File: config.mk
export PLATFORM = sky130hd
export DESIGN_NAME = alu_op_sequencer
export DESIGN_NICKNAME = d
export VERILOG_FILES = /design/src/rtl/alu_pkg.sv /design/src/rtl/alu_regfile.sv /design/src/rtl/alu_op_sequencer.sv
export SDC_FILE = /design/constraint.sdc
export NUM_CORES = 1
export LEC_CHECK = 0
export ABC_CLOCK_PERIOD_IN_PS = 1920
export BUFFER_PORTS_ARGS = -buffer_cell sky130_fd_sc_hd__buf_4
export CAP_MARGIN = 10
export CORE_MARGIN = 1.5
export CORE_UTILIZATION = 50
export CTS_BUF_LIST = sky130_fd_sc_hd__clkbuf_8
export DETAILED_ROUTE_END_ITERATION = 12
export GPL_TIMING_DRIVEN = 1
export MAX_ROUTING_LAYER = met4
export PLACE_DENSITY_LB_ADDON = 0.12
export RECOVER_POWER = 100
export SLEW_MARGIN = 10
export SYNTH_ARGS = -nofsm -noshare
export SYNTH_HDL_FRONTEND = slang
export SYNTH_SLANG_ARGS = --single-unit
File: constraint.sdc
create_clock -name clk -period 1.92 [get_ports clk]
set_input_delay 0.192 -clock clk [delete_from_list [all_inputs] [get_ports clk]]
set_output_delay 0.192 -clock clk [all_outputs]
set_load 0.05 [all_outputs]
File: src/rtl/alu_pkg.sv
// ---------------------------------------------------------------
// alu_pkg - shared opcode, flag and width definitions for the ALU
// Rev 1.0
// ---------------------------------------------------------------
`default_nettype none

package alu_pkg;

  localparam int DATA_W = 4;

  typedef enum logic [2:0] {
    ALU_ADD  = 3'b000,
    ALU_SUB  = 3'b001,
    ALU_AND  = 3'b010,
    ALU_OR   = 3'b011,
    ALU_XOR  = 3'b100,
    ALU_NOTA = 3'b101,
    ALU_SHL  = 3'b110,
    ALU_SHR  = 3'b111
  } alu_op_e;

  typedef struct packed {
    logic carry;
    logic overflow;
    logic zero;
  } alu_flags_t;

endpackage

`default_nettype wire

File: src/rtl/alu_regfile.sv
// ---------------------------------------------------------------
// alu_regfile - NREGS x DATA_W register file, 2 async reads, 1 sync write
// Rev 1.0
// ---------------------------------------------------------------
`default_nettype none

module alu_regfile #(
  parameter int NREGS  = 4,
  parameter int DATA_W = 4
) (
  input  logic                     clk,
  input  logic                     rst_n,
  input  logic [$clog2(NREGS)-1:0] raddr_a,
  input  logic [$clog2(NREGS)-1:0] raddr_b,
  output logic [DATA_W-1:0]        rdata_a,
  output logic [DATA_W-1:0]        rdata_b,
  input  logic                     we,
  input  logic [$clog2(NREGS)-1:0] waddr,
  input  logic [DATA_W-1:0]        wdata
);

  logic [DATA_W-1:0] mem [NREGS];

  always_ff @(posedge clk or negedge rst_n) begin
    if (!rst_n) begin
      for (int i = 0; i < NREGS; i++) begin
        mem[i] <= '0;
      end
    end else if (we) begin
      mem[waddr] <= wdata;
    end
  end

  assign rdata_a = mem[raddr_a];
  assign rdata_b = mem[raddr_b];

endmodule

`default_nettype wire

File: src/rtl/alu_op_sequencer.sv
// ---------------------------------------------------------------
// alu_op_sequencer - command/response sequencer driving a 4-bit ALU
// Rev 1.0
// ---------------------------------------------------------------
`default_nettype none

module alu_op_sequencer
  import alu_pkg::*;
#(
  parameter int NREGS  = 4,
  parameter int DATA_W = alu_pkg::DATA_W
) (
  input  logic                     clk,
  input  logic                     rst_n,
  input  logic                     cmd_valid,
  output logic                     cmd_ready,
  input  logic [2:0]               cmd_op,
  input  logic [$clog2(NREGS)-1:0] cmd_src_a,
  input  logic [$clog2(NREGS)-1:0] cmd_src_b,
  input  logic [$clog2(NREGS)-1:0] cmd_dst,
  input  logic                     cmd_imm_en,
  input  logic [DATA_W-1:0]        cmd_imm,
  output logic [DATA_W-1:0]        alu_a,
  output logic [DATA_W-1:0]        alu_b,
  output logic [2:0]               alu_op,
  input  logic [DATA_W-1:0]        alu_result,
  input  logic                     alu_carry,
  input  logic                     alu_overflow,
  input  logic                     alu_zero,
  output logic                     rsp_valid,
  input  logic                     rsp_ready,
  output logic [DATA_W-1:0]        rsp_result,
  output logic [2:0]               rsp_flags
);

  localparam int RW = $clog2(NREGS);

  typedef enum logic [1:0] {
    S_IDLE = 2'd0,
    S_EXEC = 2'd1,
    S_RESP = 2'd2
  } state_e;

  state_e            state;
  alu_op_e           cap_op;
  logic [RW-1:0]     cap_src_a;
  logic [RW-1:0]     cap_src_b;
  logic [RW-1:0]     cap_dst;
  logic              cap_imm_en;
  logic [DATA_W-1:0] cap_imm;
  logic [DATA_W-1:0] rd_a;
  logic [DATA_W-1:0] rd_b;

  alu_regfile #(
    .NREGS  (NREGS),
    .DATA_W (DATA_W)
  ) u_regfile (
    .clk     (clk),
    .rst_n   (rst_n),
    .raddr_a (cap_src_a),
    .raddr_b (cap_src_b),
    .rdata_a (rd_a),
    .rdata_b (rd_b),
    .we      (state == S_EXEC),
    .waddr   (cap_dst),
    .wdata   (alu_result)
  );

  // Operands track the captured command continuously; the write-back edge sees old values.
  assign alu_a  = rd_a;
  assign alu_b  = cap_imm_en ? cap_imm : rd_b;
  assign alu_op = cap_op;

  always_ff @(posedge clk or negedge rst_n) begin
    if (!rst_n) begin
      state      <= S_IDLE;
      cap_op     <= ALU_ADD;
      cap_src_a  <= '0;
      cap_src_b  <= '0;
      cap_dst    <= '0;
      cap_imm_en <= 1'b0;
      cap_imm    <= '0;
      cmd_ready  <= 1'b1;
      rsp_valid  <= 1'b0;
      rsp_result <= '0;
      rsp_flags  <= '0;
    end else begin
      case (state)
        S_IDLE: begin
          if (cmd_valid) begin
            cap_op     <= alu_op_e'(cmd_op);
            cap_src_a  <= cmd_src_a;
            cap_src_b  <= cmd_src_b;
            cap_dst    <= cmd_dst;
            cap_imm_en <= cmd_imm_en;
            cap_imm    <= cmd_imm;
            cmd_ready  <= 1'b0;
            state      <= S_EXEC;
          end
        end
        S_EXEC: begin
          rsp_result <= alu_result;
          rsp_flags  <= alu_flags_t'{carry: alu_carry, overflow: alu_overflow, zero: alu_zero};
          rsp_valid  <= 1'b1;
          state      <= S_RESP;
        end
        S_RESP: begin
          if (rsp_ready) begin
            rsp_valid <= 1'b0;
            cmd_ready <= 1'b1;
            state     <= S_IDLE;
          end
        end
        default: begin
          state     <= S_IDLE;
          cmd_ready <= 1'b1;
          rsp_valid <= 1'b0;
        end
      endcase
    end
  end

endmodule

`default_nettype wire

Word-level counts from Yosys, hierarchy flattened
Cells that the tools add are included.
Word-level totals
  flip-flop bits (word level): 41
  bits of input ports: 25
  logic and storage cells: 52
Cells by class
  magnitude comparators: 4
  eq/ne operators: 4
  mux-type cells: 18
  bitwise logic cells: 5
  reduce and logical (&&, ||, !) cells: 6
Operator list (count)
  $mux W4: 6
  $bmux W4 S2: 2
  $bwmux W16: 1
  $ge A3 B3 Y1 const B: 3
  $not A2 Y3: 3
  $demux W4 S2: 1
  $pmux W1 S3: 2
  $pmux W2 S3: 1
  $reduce_and A2 Y1: 3
  $mux W2: 2
  $ne A2 B2 Y1 const B: 2
  $lt A3 B1 Y1 const B: 1
  $mux W1: 3
  $reduce_and A3 Y1: 1
  $eq A2 B1 Y1 const B: 1
  $eq A2 B2 Y1 const B: 1
  $logic_not A2 Y1: 1
  $not A1 Y1: 2
  $logic_and A1 B1 Y1: 1

Longest topological paths before layout
  depth in word-level cells: 6
  depth in mapped cells: 4
  gate-level depth less buffers: 3

Modules after synthesis
A second synthesis with hierarchy kept.
Unflattened totals
  cell total of the unflattened synthesis: 108
  area total of the unflattened synthesis: 1838.0 um2
Modules (own cells, without submodules)
  alu_op_sequencer: instances 1, cells an instance 64, area each 1031.0 um2, seq. area each 626.9 um2
  alu_regfile: instances 1, cells an instance 44, area each 807.0 um2, seq. area each 400.4 um2

Worst setup path before layout
No wires, ideal clock.
  path type: register to output
  from: register cap_src_b[0]
  to: output port alu_b[2]
  arrival time: 1.940 ns
  data required time: 1.728 ns
  path slack: -0.212 ns
  cell stages (with the launch flop): 4
  cell sequence: dfrtp_1 buf_2 mux2i_1 a221oi_1
Between the ends
  longest elaborated chain between the ends: 5
RTL lines
  start, declared: line alu_op_sequencer.sv:47  | logic [RW-1:0] cap_src_b;
  start signal, assigned: line alu_op_sequencer.sv:93  | cap_src_b <= cmd_src_b;
  $not A2 Y3 (implied by the code): line alu_regfile.sv:35  | assign rdata_b = mem[raddr_b];
  $bmux W4 S2: line alu_regfile.sv:35
  $mux W4 (implied by the code) (2 in series): line alu_regfile.sv:35
  $mux W4: line alu_op_sequencer.sv:71  | assign alu_b = cap_imm_en ? cap_imm : rd_b;
  end, declared: line alu_op_sequencer.sv:24  | output logic [DATA_W-1:0] alu_b,
Every way passes these cells. The select of a mux whose other input is x is not followed.

Worst setup path after layout
Ends and elaborated chain as after synthesis.

==> flow_summary_export.csv <==
group,metric,value,unit
run_status,run_status,"complete, no violations",
critical_path,crit_family,"flip-flops",
die,chipWidth,63.43,um
critical_path,ff2ff_path_depth,3,
final_layout,num_antenna_cells,0,
timing,worst_pin_slew,0.9879,ns
global_route,grt_max_degree,42,
clock_network,cts_tree,"done",
worst_hold_path,hold_class,"primary input to flip-flop",
logic_synthesis,synthXorXnorAreaFrac,0,%
die,die_h,63.43,um
flow_run,maxCapViolations,0,
logic_synthesis,synth_top_family_by_area,"multiplexers",
clock_network,clkLatencyLatePin,0.28,ns
die,die-area,4023,sq um
logic_synthesis,synth_cells,122,
logic_synthesis,ys_types,24,
critical_path,slowest_stage,"dfrtp_1",
critical_path,required,1.73,ns
timing,min_period,1.804,ns
critical_path,worst-path-stages,3,
global_route,met1_usage,24.01,%
final_layout,drive_gt1_share,51.15,%
timing,hold_viol,0,
timing,rsz0062_at_grt,"false",
final_layout,layout_common_cells,"dfrtp_1 (40), mux2_2 (37), buf_4 (26)",
timing,relSlewSlack,34.14,%
clock_network,clock-root-buffer,"clkbuf_8",
logic_synthesis,yosys.area_share.simple,7.128,%
critical_path,end_kind,"primary output",
logic_synthesis,ys_ff_latch,41,
clock_network,postCtsHoldBufs,1,
logic_synthesis,synth_area,1826,sq um
logic_synthesis,ys_warn_count,0,
placed_design,place.gp.congestion,0.7675,
timing,tns,0,ns
global_route,grt_busiest_layer,"met2",
logic_synthesis,synth_ff_type,"dfrtp_1",
drt,drtAntennaViolNets,0,
critical_path,critPathArrivalTime,1.61,ns
clock_network,post_cts_resized,0,
logic_synthesis,synth_compound_area_share,4.524,%
drt,num_vias,1150,
die,initial_core_util,53.44,%
drt,drt_iter0_markers,34,
clock_network,clk_path_buf_depth,2,
drt,vias_per_cell,5.227,
logic_synthesis,synth_edf_count,0,
critical_path,cp.buffers_inverters,1,
global_route,grt_first_pass_wirelength,5796,um
logic_synthesis,async_flop_share,100.0,%
critical_path,crit_chain,"mux2i_1, a221oi_2, clkbuf_4",
timing,fmax,554.4,MHz
timing,fin_crit_sh,93.94,%
logic_synthesis,seq_area_frac_synth,56.27,%
die,fp-row-count,21,
clock_network,cts_setup_buffers,0,
timing,final-setup-viol-count,0,
global_route,met2_usage,30.66,%
drt,drc,0,
global_route,grt_overflow,0,
global_route,use_met3,5.357,%
placed_design,portBuffers,44,
drt,routed_wl,3302,um
critical_path,worstSetupPathType,"flip-flop to primary output",
logic_synthesis,synth_nets,147,
critical_path,crit_path_max_incr_delay,0.62,ns
clock_network,cts.sinks,41,
die,num_io_pins,45,
timing,final_max_slew_viol_count,0,
logic_synthesis,synthMuxAreaShare,29.95,%
worst_hold_path,hold_depth,2,
die,coreArea,3416,sq um
drt,dr.pass1.iters,4,
global_route,grt_pass1_vias,1204,
final_layout,final_common_cell,"dfrtp_1",
logic_synthesis,synth.avg_cell_area,14.96,sq um
global_route,grt_usage,19.20,%
global_route,antenna_found_initial,0,
final_layout,nets,198,
clock_network,cts-buffers-inserted,5,
drt,wl_per_cell,15.01,um
clock_network,clk_pin_slew,0.08,ns
timing,finClkSkew,0.001646,ns
critical_path,start_kind,"flip-flop",
final_layout,area_delta_synth_final,22.82,%
critical_path,cp_max_fo,13,
clock_network,htreeDepth,2,
logic_synthesis,synth_fa_ha_area_share,0,%
## cell usage after synthesis (2+ instances only)
cell type,count,share of area [%]
dfrtp_1,40,55
mux2_2,37,23
a211oi_1,4,1.6
a221oi_1,4,1.9
inv_1,4,0.82
mux2i_1,4,2.2
mux4_2,4,4.9
nor2b_1,4,1.4
nand2b_1,3,1.0
nor2_1,3,0.62
nand2_1,2,0.41
## per-stage QoR
stage,hold slack (ns),std cells,util [%],setup WS (ns),area (sq um)
after global placement,0.1881,211,65.27,0.3810,2230
after detailed placement,0.2007,211,65.27,0.3281,2230
after CTS,0.1255,220,68.10,0.1284,2326
final,0.1356,220,65.64,0.1163,2242
after floorplan,-0.1036,122,-,0.2403,1851
after global routing,0.1252,220,65.64,0.01967,2242
## per-layer routing
layer  wire length (um)  part of all wire, %  vias up
met5                  0                    0        -
met4                 45                  1.4        0
met3                185                  5.6        4
met2               1570                   48       31
met1               1500                   45      565
li1                   -                    -      550
## path summary, 6_finish.rpt
kind	slack, ns	startpoint	endpoint
worst max-delay path	0.12	cap_src_b[0]	alu_b[2]
worst min-delay path	0.14	cmd_dst[1]	cap_dst[1]
worst max register to register	0.21	state[1]	u_regfile.mem[11]
worst min register to register	0.49	rsp_valid	rsp_valid
max in group asynchronous	0.71	rst_n	u_regfile.mem[0]
min in group asynchronous	0.60	rst_n	alu_op[2]
## cells by family (layout without fill, tap and decap cells)
logic type             Yosys count  after routing
and+or+nand+nor                 18             18
DFF                             41             41
buffers and inverters            7             59
AOI/OAI and AO/OA               11             11
muxes                           45             45
## final cells by class
class	instances	area (sq um)
repair buffers	47	294.0
multi-input cells	74	762.0
inverters	4	15.01
clock buffers	5	68.82
well taps	46	57.56
fillers	268	1174
clock inverters	3	17.52
flip-flops and latches	41	1027
## flip-flops by register name, summed over array words and instances, names as in the netlist
name	cells
rsp_result	4
cap_src_a	2
cmd_ready	1
cap_src_b	2
cap_imm	4
rsp_flags	3
cap_imm_en	1
state	2
rsp_valid	1
alu_op	3
u_regfile.mem	16
cap_dst	2
Power is not shown: default switching activity piles up to over one toggle a cycle in this logic, so the estimate is an artifact.
